==> src/rtl/p_box_inv_seq.sv <==
// p_box_inv_seq: sequential inverse 32-bit P-box, BITS_PER_CYCLE result bits per clock.
// Optional macro PBOX_BIDIR_EN adds a fwd port that selects the forward table per word.
module p_box_inv_seq #(
    parameter int BITS_PER_CYCLE = 4
) (
    input  logic        clk,
    input  logic        rst,
`ifdef PBOX_BIDIR_EN
    input  logic        fwd,
`endif
    input  logic        in_valid,
    output logic        in_ready,
    input  logic [31:0] In32,
    output logic        out_valid,
    input  logic        out_ready,
    output logic [31:0] Out32
);
    localparam int STEPS = 32 / BITS_PER_CYCLE;
    localparam int SW = STEPS > 1 ? $clog2(STEPS) : 1;
    localparam logic [SW-1:0] LAST = SW'(STEPS - 1);
    localparam logic [31:0] SLICE = {32{1'b1}} >> (32 - BITS_PER_CYCLE);
    localparam int INV_TABLE [32] = '{27, 8, 28, 29, 11, 6, 1, 9, 10, 7, 3, 4, 12, 13, 14, 0,
                                      16, 15, 20, 18, 2, 30, 5, 19, 31, 17, 21, 23, 22, 24, 26, 25};

    if (!(BITS_PER_CYCLE inside {1, 2, 4, 8, 16, 32})) begin : g_bad_bpc
        $error("BITS_PER_CYCLE must be 1, 2, 4, 8, 16 or 32");
    end

    typedef enum logic [1:0] {IDLE, BUSY, DONE} state_t;

    state_t        state, state_next;
    logic [SW-1:0] step;
    logic [31:0]   cap, res, perm, mask, inv_word;
    logic          accept;

    for (genvar j = 0; j < 32; j++) begin : g_inv
        assign inv_word[j] = cap[INV_TABLE[j]];
    end

`ifdef PBOX_BIDIR_EN
    localparam int FWD_TABLE [32] = '{15, 6, 20, 10, 11, 22, 5, 9, 1, 7, 8, 4, 12, 13, 14, 17,
                                      16, 25, 19, 23, 18, 26, 28, 27, 29, 31, 30, 0, 2, 3, 21, 24};
    logic        fwd_q;
    logic [31:0] fwd_word;
    for (genvar j = 0; j < 32; j++) begin : g_fwd
        assign fwd_word[j] = cap[FWD_TABLE[j]];
    end
    // direction is latched at accept so the whole word uses one table
    always_ff @(posedge clk) begin
        if (rst) fwd_q <= 1'b0;
        else if (accept) fwd_q <= fwd;
    end
    assign perm = fwd_q ? fwd_word : inv_word;
`else
    assign perm = inv_word;
`endif

    assign accept    = state == IDLE && in_valid;
    assign in_ready  = state == IDLE;
    assign out_valid = state == DONE;
    assign Out32     = res;
    assign mask      = SLICE << (32'(step) * BITS_PER_CYCLE);

    // next-state: accept -> walk STEPS slices -> hold until downstream takes it
    always_comb begin
        state_next = state;
        if (accept) state_next = BUSY;
        else if (state == BUSY && step == LAST) state_next = DONE;
        else if (state == DONE && out_ready) state_next = IDLE;
    end

    // capture on accept, then fill one result slice per BUSY cycle
    always_ff @(posedge clk) begin
        if (rst) begin
            state <= IDLE;
            step  <= '0;
            cap   <= '0;
            res   <= '0;
        end else begin
            state <= state_next;
            if (accept) begin
                cap  <= In32;
                res  <= '0;
                step <= '0;
            end else if (state == BUSY) begin
                res <= (res & ~mask) | (perm & mask);
                if (step != LAST) step <= step + 1'b1;
            end
        end
    end
endmodule

==> config.mk <==
export PLATFORM = sky130hd
export DESIGN_NAME = p_box_inv_seq
export DESIGN_NICKNAME = d
export VERILOG_FILES = /design/src/rtl/p_box_inv_seq.sv
export SDC_FILE = /design/constraint.sdc
export NUM_CORES = 1
export LEC_CHECK = 0
export ABC_AREA = 1
export ABC_CLOCK_PERIOD_IN_PS = 2600
export CELL_PAD_IN_SITES_DETAIL_PLACEMENT = 0
export CELL_PAD_IN_SITES_GLOBAL_PLACEMENT = 1
export CORE_ASPECT_RATIO = 1.4
export CORE_MARGIN = 2
export CORE_UTILIZATION = 25
export CTS_BUF_LIST = sky130_fd_sc_hd__clkbuf_4 sky130_fd_sc_hd__clkbuf_8
export CTS_CLUSTER_SIZE = 12
export DETAILED_ROUTE_END_ITERATION = 6
export GPL_ROUTABILITY_DRIVEN = 0
export PLACE_DENSITY = 0.63
export SYNTH_ARGS = -nofsm -noshare
export SYNTH_HDL_FRONTEND = slang
export SYNTH_SLANG_ARGS = --single-unit
==> constraint.sdc <==
create_clock -name clk -period 2.6 [get_ports clk]
set_clock_uncertainty 0.1 [all_clocks]
set_input_delay 0.52 -clock clk [delete_from_list [all_inputs] [get_ports clk]]
set_output_delay 0.52 -clock clk [all_outputs]
set_load 0.01 [all_outputs]
== Yosys cells after proc, flatten, opt, wreduce, memory -nomap -nowiden ==
Index checks and enable logic that the tools add are counted.
Storage, ports and cells
  register bits after elaboration: 69
  output and inout bits: 34
Cells by class
  $add $sub $neg: 1
  eq/ne operators: 4
  shift-type cells: 1
  multiplexer cells: 3
  bitwise logic cells: 4
  reductions and logical operators: 8
Operators by type and width (number)
  AND 32 bit: 2
  NOT 32 bit: 1
  OR 32 bit: 1
  left shift 4 x 5 -> 32 bit, first input constant: 1
  two-way mux 2 bit: 2
  adder 3 x 1 -> 3 bit, second input constant: 1
  equality test 3 bit, second input constant: 1
  logical AND 1 bit: 3
  inequality test 3 bit, second input constant: 1
  nonzero test 3 bit: 1
  equality test 2 x 1 -> 1 bit, second input constant: 1
  equality test 2 bit, second input constant: 1
  logical NOT 2 bit: 1
  AND reduction 2 bit: 1
  nonzero test 2 bit: 1
  OR reduction 2 bit: 1
  two-way mux 1 bit: 1

== Logic depth before layout (Yosys ltp) ==
Gate-level depths: netlist of run 1.
  word-level depth: 5
  mapped depth: 8
  depth with buffers taken out: 8

== Worst setup path before layout of run 1 ==
Ideal clock, no wire load.
  path type: register to register
  start point: register step[0]
  end point: register step[0]
  arrival time: 1.085 ns
  path slack: 1.296 ns
  cell stages (with the launch flop): 7
  buffers on the path: 0
  clock period less this slack: 1.304 ns
  cells stage by stage: dfxtp_1 ha_1 ha_1 inv_1 nand3_1 nand2_1 a21oi_1
On the way
  word-level cells in the longest chain between the ends: 2
  elaborated cells on any way between the ends: 3
RTL lines
  start, declared: line 32  | logic [SW-1:0] step;
  start signal, assigned: line 87  | if (step != LAST) step <= step + 1'b1;
  branches (longest 2 deep; another with adder 3 x 1 -> 3 bit)
Several ways; the timed one is not identified.
A chain may end at the register's enable or synchronous reset.

== Worst setup path after layout of run 1 ==
  start point: register state[0]
  end point: output port in_ready
On the way
  word-level cells in the longest chain between the ends: 1
RTL lines
  start, declared: line 31  | state_t state, state_next;
  start signal, assigned: line 80  | state <= state_next;
  logical NOT 2 bit: line 59  | assign in_ready = state == IDLE;
  end, declared: line 12  | output logic in_ready,
No other way between the ends.

==> results of run 1 <==
## layer usage
| layer | track usage, % | wire length [um] | share of wire (%) |
|---|---|---|---|
| met1 | 13.74 | 3026 | 44 |
| met3 | 3.488 | 336 | 4.9 |
| met5 | 0 | 0 | 0 |
| met2 | 19.85 | 3378 | 49 |
| met4 | 6.228 | 137 | 2.0 |
## per-stage QoR
| stage | instances | instance area (um2) | worst slack (ns) |
|---|---|---|---|
| floorplan | 382 | 2791 | 1.296 |
| global placement | 580 | 3577 | 0.4274 |
| detailed placement | 580 | 3577 | 0.4122 |
| CTS | 595 | 3762 | 0.3825 |
| global route | 595 | 3762 | 0.3194 |
| finish | 595 | 3762 | 0.3936 |
## tightest hold or removal path, stage by stage (launching register included)
cell and delay [ns]:
dfxtp_1 0.31, nand2_1 0.06, a21oi_1 0.05
## cell families after synthesis
family,share of synthesized area [%]
fa+ha+maj,2.689
flops,49.48
buf+inv,8.740
compound gates,8.651
simple gates,30.43
## worst min-delay path by stage
stage	to	start	slack [ns]	cells after the start
CTS	flop	flop	0.37	2
detailed placement	flop	flop	0.36	2
finish	flop	flop	0.37	2
global route	flop	flop	0.40	2
floorplan	cap[15]	cap[15]	0.35	2
global placement	flop	flop	0.36	2
## cells in the final DEF (no fill, tap or decap)
master / n
nor2_1: 119
dfxtp_1: 69
clkdlybuf4s50_1: 69
nand2_1: 59
inv_1: 33
o21ai_0: 32
nand3_1: 24
a21oi_1: 13
clkbuf_8: 12
ha_1: 6
nor2_2: 4
buf_4: 4
clkinv_2: 2
clkbuf_4: 2
nor2_4: 1
inv_2: 1
nand2_4: 1
nand2_2: 1
a21oi_4: 1
nand3b_1: 1
## Yosys cell counts
cell type  number
inv_1          33
nand2_1        59
nand2_4         1
buf_6           4
a21oi_1        13
inv_2           1
nand3_1        24
nand3b_1        1
nor2_2          4
nor2_4          1
ha_1            6
dfxtp_1        69
nor2_1        119
clkinv_2        1
buf_4           4
clkbuf_2        3
o21ai_0        32
a21oi_4         1
clkbuf_1        3
nand2_2         1
buf_2           2
## area by class of cell
| cell class | instances | area share (%) |
|---|---|---|
| timing repair buffer | 73 | 19.16 |
| multi-input combinational | 262 | 30.99 |
| clock buffer | 14 | 4.789 |
| sequential | 69 | 36.71 |
| tap | 141 | 4.689 |
| clock inverter | 1 | 0.1330 |
| inverter | 35 | 3.525 |
## report_power, final
group          internal, mW  leakage, nW  switching [mW]
combinational         0.115        0.768           0.137
sequential             1.11        0.564          0.0284
clock                 0.440       0.0994           0.380
==> results.md, run 1 <==
* Status: complete, no violations
* GRT Total Usage at 11.90%
* WP depth at 2
* Crit path DAT at 1.59 ns
* Pins Over Slew Limit at 0
* Via count at 2406
* Worst EP required at 1.98 ns
* Crit end category: output pin
* Number of global-route vias before repair at 2279
* DRC Markers at 0
* CP peak stage delay at 0.58 ns
* Initial core utilization at 25.69%
* Post-synth top area cell: dfxtp_1
* CTS Buf Count at 9
* Initial DRC count at 64
* Final Setup Violations at 0
* Initial antenna violation count at 0
* DR vias/cell at 4.044
* Ports at 70
* FP Rows at 45
* RSZ-0062 raised after global routing: no
* Top Family by Delay on Critical Path: buffers and inverters
* Register Area at 0.001381 mm2
* Yosys cell types at 21
* Core Area at 0.01087 mm2
* Post-CTS Hold Buffers at 0
* Worst hold path class: flop to flop
* Htree depth at 3
* Power density cells at 586.9 mW/mm2
* Sequential share of the synthesized area at 49.48%
* Die height at 129.0 um
* Total grt overflow at 0
* Area share of the largest cell type after synthesis at 49.48%
* Layout area overhead at 34.78%
* CP Cell Sequence: nor2_4, clkdlybuf4s50_1
* Synthesis Warnings at 0
* Root buffer cell: clkbuf_8
* Relative slew slack at 57.08%
* Worst Setup EP: in_ready
* Setup TNS at 0 ns
* Fill cells at 1164
* Clock Sinks at 69
* Final min period at 2.206 ns
* Die width at 93.31 um
* First-pass GRT wire length at 10940 um
* PortBufs at 69
* Synth Instances at 382
* Largest cells by area after synthesis: dfxtp_1 49%, nor2_1 16%, nand2_1 7.9%
* CTS resizes at 0
* Share of cells above drive strength 1 at 6.388%
* Placed wire-length estimate at 5075 um
* Syn nets at 424
* Layout net count at 492
* Pwr Total at 2.208 mW
* Worst r2r path cells at 5
* Post-Route WL at 6878 um
* CTS tree: yes
* #FFs+latches synth at 69
* Nature of the critical path startpoint: flop
* Final hold vios at 0
* Buf/Inv on CP at 1
* Worst R2R Start: state[0]
* CP startpoint: state[0]
* Worst setup path class: flop to output pin
* Slowest cell on crit path: clkdlybuf4s50_1
* Clock Path Buffers at 2
* Fmax at 453.2 MHz
* Multi-input gate area at 0.001166 mm2
* Mean Syn Cell Area at 7.307 um2
* Post-CTS setup buffers at 0
* Peak supply drop at 0.2638 mV
* Routed Antenna Nets at 0
* P_leak at 1.432 nW
* Largest net degree at the start of global routing at 33
* DR pass1 iterations at 4
* Utilization after layout at 34.62%
* Mapped cell area at 0.002791 mm2
* Worst-path fanout max at 8
* Die area at 0.01204 mm2
* R2R setup slack at 0.78 ns
* Diode count at 0
* Fin Hold WS at 0.3696 ns
* Clk slew on worst S/H paths at 0.07 ns
* Final period utilization at 84.86%
* MaxCap Viol Count at 0
* DR WL/cell at 11.56 um
* Clk_lat worst skew at 0.34 ns
* Worst slew pin tran at 0.6430 ns
Power figures use the tool's default switching activity.
==> run 2: changes to the inputs <==
--- a/config.mk
+++ b/config.mk
@@ -6,7 +6,7 @@
 export NUM_CORES = 1
 export LEC_CHECK = 0
 export ABC_AREA = 1
-export ABC_CLOCK_PERIOD_IN_PS = 2600
+export ABC_CLOCK_PERIOD_IN_PS = 2100
 export CELL_PAD_IN_SITES_DETAIL_PLACEMENT = 0
 export CELL_PAD_IN_SITES_GLOBAL_PLACEMENT = 1
 export CORE_ASPECT_RATIO = 1.4
==> constraint.sdc (replaced) <==
create_clock -name clk -period 2.1 [get_ports clk]
set_clock_uncertainty 0.1 [all_clocks]
set_input_delay 0.42 -clock clk [delete_from_list [all_inputs] [get_ports clk]]
set_output_delay 0.42 -clock clk [all_outputs]
set_load 0.01 [all_outputs]
==> run 2 against run 1 <==
Clock power up 60%. Via count up 3.7%. Highest routed layer unchanged. Power up 37%. Design area up 2.5%.
==> results.md, run 2 (same netlist as run 1, synthesis figures left out) <==
* Final hold vios at 0 (unchanged)
* Via count at 2495 (was 2406)
* Placed Cells at 584 (was 580)
* DR WL/cell at 11.76 um (was 11.56 um)
* Placed instance area at 0.003607 mm2 (was 0.003577 mm2)
* Worst-path fanout max at 8 (unchanged)
* FP Rows at 45 (unchanged)
* Top Family by Delay on Critical Path: buffers and inverters (unchanged)
* Clock Sinks at 69 (unchanged)
* Htree depth at 3 (unchanged)
* Final Setup Violations at 0 (unchanged)
* Most frequent cells in the layout: 119 x nor2_1, 68 x dfxtp_1, 68 x clkdlybuf4s50_1 (was 119 x nor2_1, 69 x dfxtp_1, 69 x clkdlybuf4s50_1)
* DR vias/cell at 4.151 (was 4.044)
* Power density cells at 786.8 mW/mm2 (was 586.9 mW/mm2)
* Number of global-route vias before repair at 2508 (was 2279)
* Setup TNS at 0 ns (unchanged)
* Post-layout instance count excluding filler cells at 601 (was 595)
* Largest net degree at the start of global routing at 25 (was 33)
* Slowest cell on crit path: clkdlybuf4s50_1 (unchanged)
* Routed Antenna Nets at 0 (unchanged)
* Crit end category: output pin (unchanged)
* R2R setup slack at 0.41 ns (was 0.78 ns)
* Final min period at 1.963 ns
* RSZ-0062 raised after global routing: no (unchanged)
* Die width at 93.31 um (unchanged)
* DR pass1 iterations at 4 (unchanged)
* Clk slew on worst S/H paths at 0.08 ns (was 0.07 ns)
* Final WS setup at 0.1375 ns (was 0.3936 ns)
* Worst EP required at 1.58 ns (was 1.98 ns)
* Place WS at 0.2222 ns (was 0.4122 ns)
* DRC Markers at 0 (unchanged)
* Clk_lat worst skew at 0.35 ns (was 0.34 ns)
* Relative slew slack at 70.95% (was 57.08%)
* Hold Crit Depth at 2 (unchanged)
* Core Area at 0.01087 mm2 (unchanged)
* Clock Path Buffers at 2 (unchanged)
* Placed wire-length estimate at 5144 um (was 5075 um)
* Root buffer cell: clkbuf_8 (unchanged)
* Crit path DAT at 1.44 ns (was 1.59 ns)
* Post-Route WL at 7066 um (was 6878 um)
* CP Cell Sequence: nor2_4, clkdlybuf4s50_1 (unchanged)
* Total grt overflow at 0 (unchanged)
* CP peak stage delay at 0.54 ns (was 0.58 ns)
* Die height at 129.0 um (unchanged)
* Ports at 70 (unchanged)
* Initial antenna violation count at 0 (unchanged)
* Worst r2r path cells at 6 (was 5)
* Layout net count at 497 (was 492)
* Fmax at 509.6 MHz
* CTS tree: yes (unchanged)
* Nature of the critical path startpoint: flop (unchanged)
* Pins Over Slew Limit at 0 (unchanged)
* Final instance area at 0.003856 mm2 (was 0.003762 mm2)
* MaxCap Viol Count at 0 (unchanged)
* Most common cell after layout, fill and taps aside: nor2_1 (unchanged)
* Diode count at 0 (unchanged)
* Worst hold path class: flop to flop (unchanged)
* Peak supply drop at 0.2890 mV (was 0.2638 mV)
* Initial core utilization at 25.69% (unchanged)
* P_leak at 1.499 nW (was 1.432 nW)
* Share of cells above drive strength 1 at 7.826% (was 6.388%)
* Worst R2R Start: state[0] (unchanged)
* GRT Total Usage at 12.90% (was 11.90%)
* First-pass GRT wire length at 11810 um (was 10940 um)
* Die area at 0.01204 mm2 (unchanged)
* WP depth at 2 (unchanged)
* Status: complete, no violations (unchanged)
* Worst slew pin tran at 0.4347 ns (was 0.6430 ns)
* Worst setup path class: flop to output pin (unchanged)
* Final period utilization at 93.45%
* Fill cells at 1152 (was 1164)
* CTS Buf Count at 9 (unchanged)
* Pwr Total at 3.034 mW (was 2.208 mW)
* Buf/Inv on CP at 1 (unchanged)
* PortBufs at 69 (unchanged)
* Layout area overhead at 38.14% (was 34.78%)
* Initial DRC count at 77 (was 64)
==> run 2: cell types whose count changed in the layout (fill, tap and decap cells not counted), sizes merged <==
cell           previous run  this run
clkbuf                   14         9
dlymetal6s2s              0         1
buf                       4         9
clkdlybuf4s50            69        68
clkinv                    2         5
bufinv                    0         3
==> run 2: layout make-up <==
cell class | instances | area, um2 | share of cell area (%)
timing repair buffer | 78 | 760.7 | 19.73
clock inverter | 7 | 113.9 | 2.953
multi-input combinational | 262 | 1166 | 30.24
inverter | 35 | 132.6 | 3.439
sequential | 69 | 1383 | 35.85
tap | 141 | 176.4 | 4.575
clock buffer | 9 | 123.9 | 3.212
==> run 2: through the flow <==
stage          util [%]  hold WS (ns)
2_1_floorplan         -        0.3540
3_5_place_dp      33.20        0.3562
5_1_grt           35.49        0.4028
4_1_cts           35.46        0.3688
3_3_place_gp      33.20        0.3586
6_report          35.49        0.3676
==> run 2: per-layer routing <==
metal  GRT usage (%)  wire (um)  vias up  part of all wire (%)
met3           3.953        325       11                   4.6
met2           22.34       3504       50                    50
met1           14.51       3077     1109                    44
met4           5.709        157        0                   2.2
li1                -          -     1325                     -
met5               0          0        -                     0
==> run 2: power breakdown <==
part	leakage, nW	internal [mW]	switching, mW	total, mW
logic	0.811	0.150	0.173	0.323
clock network	0.123	0.784	0.521	1.31
registers	0.565	1.37	0.0347	1.41
==> run 2: how the worst max path moves through the flow <==
stage / startpoint / end / slack (ns)
2_1_floorplan: step[0] / step[0] / 0.80
3_3_place_gp: in_valid / cap[29] / 0.24
3_5_place_dp: in_valid / cap[14] / 0.22
4_1_cts: state[1] / out_valid / 0.04
5_1_grt: state[0] / in_ready / 0.04
6_report: state[0] / in_ready / 0.14
==> run 2: what timing repair did <==
action	CTS	global route
buffers inserted	1	0
hold buffers	0	0
pin swaps	1	0
endpoints found under the setup margin	2	1
resized for setup	1	1
endpoints found under the hold margin	0	0
==> run 2: worst register-to-register path, stage by stage, from the launching register on <==
cell and delay [ns]:
dfxtp_1 0.52, inv_1 0.12, nor2_2 0.33, buf_4 0.28, nand2_1 0.09, nor2_1 0.10, nor2_1 0.05
